## src/rtl/cla_addsub_pipe.sv

```systemverilog
`default_nettype none
// ============================================================================
// Module   : cla_addsub_pipe
// Brief    : Two-stage pipelined carry-lookahead adder/subtractor with
//            saturating, wrapping and packed-lane (PADDSB) modes, Z/V/N flags
//            and valid/ready flow control on both sides.
// Revision : 1.0 - initial release
// ============================================================================
module cla_addsub_pipe #(
    parameter int WIDTH = 16,
    parameter int GROUP = 4
) (
    input  logic             clk,
    input  logic             rst,
    input  logic             in_valid,
    output logic             in_ready,
    input  logic [WIDTH-1:0] a_in,
    input  logic [WIDTH-1:0] b_in,
    input  logic [1:0]       op_in,
    output logic             out_valid,
    input  logic             out_ready,
    output logic [WIDTH-1:0] result_out,
    output logic             z_out,
    output logic             v_out,
    output logic             n_out
);

    localparam int         c_NG      = WIDTH / GROUP;
    localparam logic [1:0] c_OP_ADD  = 2'b00;
    localparam logic [1:0] c_OP_SUB  = 2'b01;
    localparam logic [1:0] c_OP_PADD = 2'b10;
    localparam logic [1:0] c_OP_WRAP = 2'b11;

    localparam logic [WIDTH-1:0] c_WORD_MAX = {1'b0, {(WIDTH-1){1'b1}}};
    localparam logic [WIDTH-1:0] c_WORD_MIN = {1'b1, {(WIDTH-1){1'b0}}};
    localparam logic [GROUP-1:0] c_LANE_MAX = {1'b0, {(GROUP-1){1'b1}}};
    localparam logic [GROUP-1:0] c_LANE_MIN = {1'b1, {(GROUP-1){1'b0}}};

    generate
        if (((WIDTH % GROUP) != 0) || (WIDTH < 8)) begin : g_bad_params
            $error("cla_addsub_pipe: WIDTH must be a multiple of GROUP and >= 8");
        end
    endgenerate

    // ------------------------------------------------------------------
    // Flow control
    // ------------------------------------------------------------------
    logic r_s1_valid;
    logic r_out_valid;
    logic w_s2_en;
    logic w_s1_en;

    assign w_s2_en   = !r_out_valid || out_ready;
    assign w_s1_en   = !r_s1_valid || w_s2_en;
    assign in_ready  = w_s1_en;
    assign out_valid = r_out_valid;

    // ------------------------------------------------------------------
    // Stage 1: operand conditioning, bit and group propagate/generate
    // ------------------------------------------------------------------
    logic             w_sub;
    logic [WIDTH-1:0] w_b_eff;
    logic [WIDTH-1:0] w_p;
    logic [WIDTH-1:0] w_g;
    logic [c_NG-1:0]  w_gp;
    logic [c_NG-1:0]  w_gg;
    logic [c_NG-1:0]  w_a_sign;

    assign w_sub   = (op_in == c_OP_SUB);
    assign w_b_eff = w_sub ? ~b_in : b_in;
    assign w_p     = a_in ^ w_b_eff;
    assign w_g     = a_in & w_b_eff;

    always_comb begin : p_group_pg
        logic v_gp;
        logic v_gg;
        w_gp     = '0;
        w_gg     = '0;
        w_a_sign = '0;
        for (int k = 0; k < c_NG; k++) begin
            v_gp = 1'b1;
            v_gg = 1'b0;
            for (int j = 0; j < GROUP; j++) begin
                v_gg = w_g[k*GROUP+j] | (w_p[k*GROUP+j] & v_gg);
                v_gp = v_gp & w_p[k*GROUP+j];
            end
            w_gp[k]     = v_gp;
            w_gg[k]     = v_gg;
            w_a_sign[k] = a_in[k*GROUP+GROUP-1];
        end
    end

    logic [WIDTH-1:0] r_p;
    logic [WIDTH-1:0] r_g;
    logic [c_NG-1:0]  r_gp;
    logic [c_NG-1:0]  r_gg;
    logic [c_NG-1:0]  r_a_sign;
    logic             r_c0;
    logic [1:0]       r_op;

    always_ff @(posedge clk or posedge rst) begin
        if (rst) begin
            r_s1_valid <= 1'b0;
            r_p        <= '0;
            r_g        <= '0;
            r_gp       <= '0;
            r_gg       <= '0;
            r_a_sign   <= '0;
            r_c0       <= 1'b0;
            r_op       <= c_OP_ADD;
        end else if (w_s1_en) begin
            r_s1_valid <= in_valid;
            if (in_valid) begin
                r_p      <= w_p;
                r_g      <= w_g;
                r_gp     <= w_gp;
                r_gg     <= w_gg;
                r_a_sign <= w_a_sign;
                r_c0     <= w_sub;
                r_op     <= op_in;
            end
        end
    end

    // ------------------------------------------------------------------
    // Stage 2: group carries, in-group lookahead, overflow, saturation
    // ------------------------------------------------------------------
    logic [WIDTH-1:0] w_res;
    logic             w_v;

    always_comb begin : p_stage2
        logic             v_padd;
        logic             v_carry;
        logic             v_acc;
        logic             v_prod;
        logic             v_co;
        logic [c_NG-1:0]  v_lane_cin;
        logic [c_NG-1:0]  v_ovf;
        logic [WIDTH-1:0] v_c;
        logic [WIDTH-1:0] v_sum;

        v_padd     = (r_op == c_OP_PADD);
        v_carry    = r_c0;
        v_lane_cin = '0;
        v_ovf      = '0;
        v_c        = '0;
        w_res      = '0;
        w_v        = 1'b0;

        // Cross-group lookahead; PADDSB isolates every lane.
        for (int k = 0; k < c_NG; k++) begin
            v_lane_cin[k] = v_padd ? 1'b0 : v_carry;
            v_carry       = r_gg[k] | (r_gp[k] & v_carry);
        end

        // Carry into each bit expanded from its lane carry-in.
        for (int k = 0; k < c_NG; k++) begin
            for (int j = 0; j < GROUP; j++) begin
                v_acc  = 1'b0;
                v_prod = 1'b1;
                for (int m = j - 1; m >= 0; m--) begin
                    v_acc  = v_acc | (v_prod & r_g[k*GROUP+m]);
                    v_prod = v_prod & r_p[k*GROUP+m];
                end
                v_c[k*GROUP+j] = v_acc | (v_prod & v_lane_cin[k]);
            end
            v_co     = r_g[k*GROUP+GROUP-1] | (r_p[k*GROUP+GROUP-1] & v_c[k*GROUP+GROUP-1]);
            v_ovf[k] = v_c[k*GROUP+GROUP-1] ^ v_co;
        end

        v_sum = r_p ^ v_c;
        w_res = v_sum;

        if (v_padd) begin
            w_v = |v_ovf;
            for (int k = 0; k < c_NG; k++) begin
                if (v_ovf[k]) begin
                    w_res[k*GROUP +: GROUP] = r_a_sign[k] ? c_LANE_MIN : c_LANE_MAX;
                end
            end
        end else begin
            w_v = v_ovf[c_NG-1];
            if (v_ovf[c_NG-1] && (r_op != c_OP_WRAP)) begin
                w_res = r_a_sign[c_NG-1] ? c_WORD_MIN : c_WORD_MAX;
            end
        end
    end

    logic [WIDTH-1:0] r_result;
    logic             r_z;
    logic             r_v;
    logic             r_n;

    always_ff @(posedge clk or posedge rst) begin
        if (rst) begin
            r_out_valid <= 1'b0;
            r_result    <= '0;
            r_z         <= 1'b0;
            r_v         <= 1'b0;
            r_n         <= 1'b0;
        end else if (w_s2_en) begin
            r_out_valid <= r_s1_valid;
            if (r_s1_valid) begin
                r_result <= w_res;
                r_z      <= (w_res == '0);
                r_v      <= w_v;
                r_n      <= w_res[WIDTH-1];
            end
        end
    end

    assign result_out = r_result;
    assign z_out      = r_z;
    assign v_out      = r_v;
    assign n_out      = r_n;

endmodule
`default_nettype wire

```

## config.mk

```make
export PLATFORM = sky130hd
export DESIGN_NAME = cla_addsub_pipe
export DESIGN_NICKNAME = d
export VERILOG_FILES = /design/src/rtl/cla_addsub_pipe.sv
export SDC_FILE = /design/constraint.sdc
export NUM_CORES = 1
export LEC_CHECK = 0
export CAP_MARGIN = 0
export CORE_MARGIN = 5
export CORE_UTILIZATION = 45
export CTS_CLUSTER_SIZE = 14
export DETAILED_ROUTE_END_ITERATION = 12
export PLACE_DENSITY = 0.65
export SLEW_MARGIN = 20
export SYNTH_ARGS = -nofsm -noshare
export SYNTH_HDL_FRONTEND = slang
export SYNTH_SLANG_ARGS = --single-unit
export TNS_END_PERCENT = 30
```

## constraint.sdc

```tcl
create_clock -name clk -period 5.4 [get_ports clk]
set_input_delay 0.81 -clock clk [delete_from_list [all_inputs] [get_ports clk]]
set_output_delay 0.81 -clock clk [all_outputs]
set_load 0.02 [all_outputs]
```

==> flow_results.xml <==
<?xml version="1.0" encoding="UTF-8"?>
<metrics>
  <group name="sta">
    <metric name="final.min_clock_period" unit="ps">3250</metric>
    <metric name="timing.max_slew.rel_slack" unit="%">43.1</metric>
    <metric name="worst_hold_slack" unit="ps">473</metric>
    <metric name="worst_slew_pin_slew" unit="ps">854</metric>
    <metric name="finClkSkew" unit="ps">11.4</metric>
    <metric name="report.final.hold_viol_count" unit="">0</metric>
    <metric name="totalNegativeSetupSlack" unit="ps">0</metric>
    <metric name="maxSlewViolCount" unit="">0</metric>
    <metric name="setup_viol_count_final" unit="">0</metric>
    <metric name="rsz_0062_raised_after_global_routing" unit="">false</metric>
    <metric name="max_freq" unit="MHz">307</metric>
    <metric name="post-route-period-util" unit="%">60.3</metric>
  </group>
  <group name="routing">
    <metric name="firstDrtPassIters" unit="">4</metric>
    <metric name="detail_route.vias_per_cell" unit="">5.50</metric>
    <metric name="vias" unit="">3005</metric>
    <metric name="routed_wire_length_per_instance" unit="um">15.3</metric>
    <metric name="post-route-drc-count" unit="">0</metric>
    <metric name="route.antenna.remaining_nets" unit="">0</metric>
    <metric name="finalWirelength" unit="um">8350</metric>
    <metric name="detailedRoute.firstIterationViolations" unit="">139</metric>
  </group>
  <group name="worst_setup_path">
    <metric name="worstPathMaxFanout" unit="">22</metric>
    <metric name="worstPathArrival" unit="ps">3530</metric>
    <metric name="criticalPathCategory" unit="">register to register</metric>
    <metric name="timing.critical_path.required" unit="ps">5680</metric>
    <metric name="r2r_end" unit="">z_out</metric>
    <metric name="rrSetupSlack" unit="ps">2150</metric>
    <metric name="worstSetupEndpoint" unit="">z_out</metric>
    <metric name="crit-reg2reg-launch" unit="">r_op[0]</metric>
    <metric name="crit_path_end_kind" unit="">register</metric>
    <metric name="rr_worst_depth" unit="">11</metric>
    <metric name="cp-start-kind" unit="">register</metric>
    <metric name="critical_path.startpoint" unit="">r_op[0]</metric>
  </group>
  <group name="placement">
    <metric name="buffer_ports.inserted" unit="">58</metric>
    <metric name="gp_congestion" unit="">0.869</metric>
    <metric name="dp_hpwl" unit="um">6400</metric>
    <metric name="placedInstanceArea" unit="um^2">4560</metric>
  </group>
  <group name="cts">
    <metric name="cts_inserted_buffers" unit="">9</metric>
    <metric name="cts.repair_timing.setup_buffer_count" unit="">0</metric>
    <metric name="clk_pin_slew" unit="ps">80</metric>
    <metric name="cts_root_buf" unit="">sky130_fd_sc_hd__clkbuf_8</metric>
    <metric name="cts_max_level" unit="">3</metric>
    <metric name="ctsResizeCount" unit="">0</metric>
    <metric name="tritoncts" unit="">built</metric>
    <metric name="clk_latency" unit="ps">340</metric>
    <metric name="max-clock-path-buffers" unit="">2</metric>
    <metric name="clock-sinks" unit="">65</metric>
    <metric name="hold_buffers" unit="">0</metric>
  </group>
  <group name="cells_and_area">
    <metric name="final_core_utilization" unit="%">55.6</metric>
    <metric name="stdcell_area" unit="um^2">4780</metric>
    <metric name="antenna_cells_inserted" unit="">0</metric>
    <metric name="post_route_cells_drive_above_1_share" unit="%">16.4</metric>
    <metric name="area_growth_syn_to_layout" unit="%">22.2</metric>
    <metric name="fin_nets" unit="">495</metric>
  </group>
  <group name="yosys">
    <metric name="post_synth_instance_area" unit="um^2">3910</metric>
    <metric name="synth_warnings" unit="">0</metric>
    <metric name="synthesis.nets" unit="">440</metric>
    <metric name="number_of_library_cell_types_mapped_by_synthesis" unit="">62</metric>
    <metric name="synthesis.instances" unit="">378</metric>
    <metric name="async_flop_share" unit="%">100</metric>
    <metric name="post-synth-top-area-cell" unit="">sky130_fd_sc_hd__dfrtp_1</metric>
    <metric name="yosysMostFrequentCell" unit="">sky130_fd_sc_hd__dfrtp_1</metric>
    <metric name="ys_top_cells_by_area" unit="">sky130_fd_sc_hd__dfrtp_1 (42%), sky130_fd_sc_hd__mux2_2 (11%), sky130_fd_sc_hd__ha_1 (7.7%), sky130_fd_sc_hd__xnor2_1 (4.9%), sky130_fd_sc_hd__nand2_1 (3.4%)</metric>
    <metric name="synth_seq_area_share" unit="%">41.6</metric>
    <metric name="syn_area_per_cell" unit="um^2">10.4</metric>
    <metric name="synth_top_cell_area_share" unit="%">41.6</metric>
    <metric name="synth-edff-count" unit="">0</metric>
    <metric name="synth.top_cells.by_count" unit="">sky130_fd_sc_hd__dfrtp_1 (65), sky130_fd_sc_hd__mux2_2 (39), sky130_fd_sc_hd__nand2_1 (35)</metric>
    <metric name="ys_seq_elements" unit="">65</metric>
    <metric name="synth_top_flop_cell" unit="">sky130_fd_sc_hd__dfrtp_1</metric>
  </group>
  <group name="floorplanning">
    <metric name="die_w" unit="um">103</metric>
    <metric name="die_height" unit="um">103</metric>
    <metric name="initial_utilization" unit="%">45.5</metric>
    <metric name="dieArea" unit="um^2">10700</metric>
    <metric name="placeableCoreArea" unit="um^2">8590</metric>
    <metric name="rows" unit="">34</metric>
    <metric name="top_level_ports" unit="">59</metric>
  </group>
  <group name="global_routing">
    <metric name="first_global_vias" unit="">2971</metric>
    <metric name="grt.total_usage" unit="%">17.1</metric>
    <metric name="grt.overflow.total" unit="">0</metric>
    <metric name="pin_count_of_the_biggest_net_entering_global_routing" unit="">66</metric>
    <metric name="grt_antenna_before_repair" unit="">0</metric>
    <metric name="first_pass_grt_wire_length" unit="um">14400</metric>
  </group>
  <group name="power_and_ir_drop">
    <metric name="vdd_drop_max" unit="uV">164</metric>
    <metric name="power.leakage" unit="nW">2.10</metric>
    <metric name="final_total_power" unit="mW">2.00</metric>
    <metric name="power.density" unit="nW/um^2">419</metric>
  </group>
  <group name="outcome">
    <metric name="run_status" unit="">complete, no violations</metric>
  </group>
  <group name="run">
    <metric name="maxCapViolCount" unit="">0</metric>
  </group>
  <group name="hold_path">
    <metric name="kind_of_path_behind_the_tightest_hold_check" unit="">register to register</metric>
  </group>
</metrics>
worst min-delay path by stage:
| stage | start | to | slack (ps) | depth (start not counted) |
|---|---|---|---|---|
| after global placement | result_out[3] | result_out[3] | 460 | 2 |
| after floorplan | r_gp[1] | r_gp[1] | 460 | 2 |
| after CTS | result_out[8] | result_out[8] | 480 | 2 |
| final | result_out[8] | result_out[8] | 470 | 2 |
| after global routing | result_out[8] | result_out[8] | 500 | 2 |
| after detailed placement | result_out[8] | result_out[8] | 460 | 2 |
cell families after synthesis:
family | after synthesis | share of synthesized area, %
AOI/OAI and AO/OA | 93 | 16.3
buffers and inverters | 22 | 2.75
DFF | 65 | 41.6
muxes | 40 | 11.5
and+or+nand+nor | 108 | 14.4
xor gates and xnor gates | 26 | 5.82
adders and majority gates | 24 | 7.67
per-stage QoR:
step | std cells | worst slack, ps
4_1_cts | 546 | 2130
3_5_place_dp | 530 | 2090
5_1_grt | 546 | 1780
3_3_place_gp | 530 | 2160
6_report | 546 | 2150
2_1_floorplan | 378 | 2590
report_power, final:
group / leakage (nW) / switching [mW] / total, mW / internal, mW
sequential: 0.794 / 0.106 / 0.718 / 0.612
clock: 0.105 / 0.184 / 0.435 / 0.250
combinational: 1.21 / 0.441 / 0.850 / 0.408
total: 2.10 / 0.732 / 2.00 / 1.27
metal layers:
metal / global-route usage, % / wire [um]
met1: 24.7 / 4150
met2: 25.6 / 3700
met3: 2.75 / 365
met4: 7.17 / 144
met5: 0 / 0
flip-flops by register name (all words and copies together), names as in the netlist:
signal / flops
n_out: 1
r_p: 16
z_out: 1
r_gg: 3
out_valid: 1
r_c0: 1
r_gp: 3
r_op: 2
r_g: 16
v_out: 1
result_out: 15
r_s1_valid: 1
r_a_sign: 4
layout by cell type, fill, tap and decap left out, types with 5 or more instances in the layout:
cell type	instances
sky130_fd_sc_hd__a211oi_1	6
sky130_fd_sc_hd__a21o_1	8
sky130_fd_sc_hd__a21oi_1	20
sky130_fd_sc_hd__and2_1	5
sky130_fd_sc_hd__clkbuf_8	12
sky130_fd_sc_hd__clkdlybuf4s50_1	58
sky130_fd_sc_hd__dfrtp_1	65
sky130_fd_sc_hd__ha_1	24
sky130_fd_sc_hd__inv_1	5
sky130_fd_sc_hd__mux2_2	39
sky130_fd_sc_hd__nand2_1	34
sky130_fd_sc_hd__nand3_1	8
sky130_fd_sc_hd__nand4_1	6
sky130_fd_sc_hd__nor2_1	20
sky130_fd_sc_hd__o21ai_0	19
sky130_fd_sc_hd__or3_1	5
sky130_fd_sc_hd__xnor2_1	22
critical path, stage by stage, from the launching register on:
cell                       delay, ps
sky130_fd_sc_hd__dfrtp_1         410
sky130_fd_sc_hd__nand2b_2        390
sky130_fd_sc_hd__nand3_1         230
sky130_fd_sc_hd__nand3_1         100
sky130_fd_sc_hd__ha_1            190
sky130_fd_sc_hd__or2_2           280
sky130_fd_sc_hd__a31oi_1         380
sky130_fd_sc_hd__o21bai_1        250
sky130_fd_sc_hd__a311o_1         440
sky130_fd_sc_hd__nor4_1          310
sky130_fd_sc_hd__nand4_1         110
sky130_fd_sc_hd__nand2_1          80
layout make-up:
| type | instances | area [um^2] |
|---|---|---|
| clock buffers | 12 | 165 |
| clock inverters | 4 | 50.0 |
| fillers | 774 | 3810 |
| inverters | 6 | 22.5 |
| multi-input cells | 291 | 2190 |
| flip-flops and latches | 65 | 1630 |
| well taps | 108 | 135 |
| repair buffers | 60 | 596 |
(Power assumes the default switching activity.)
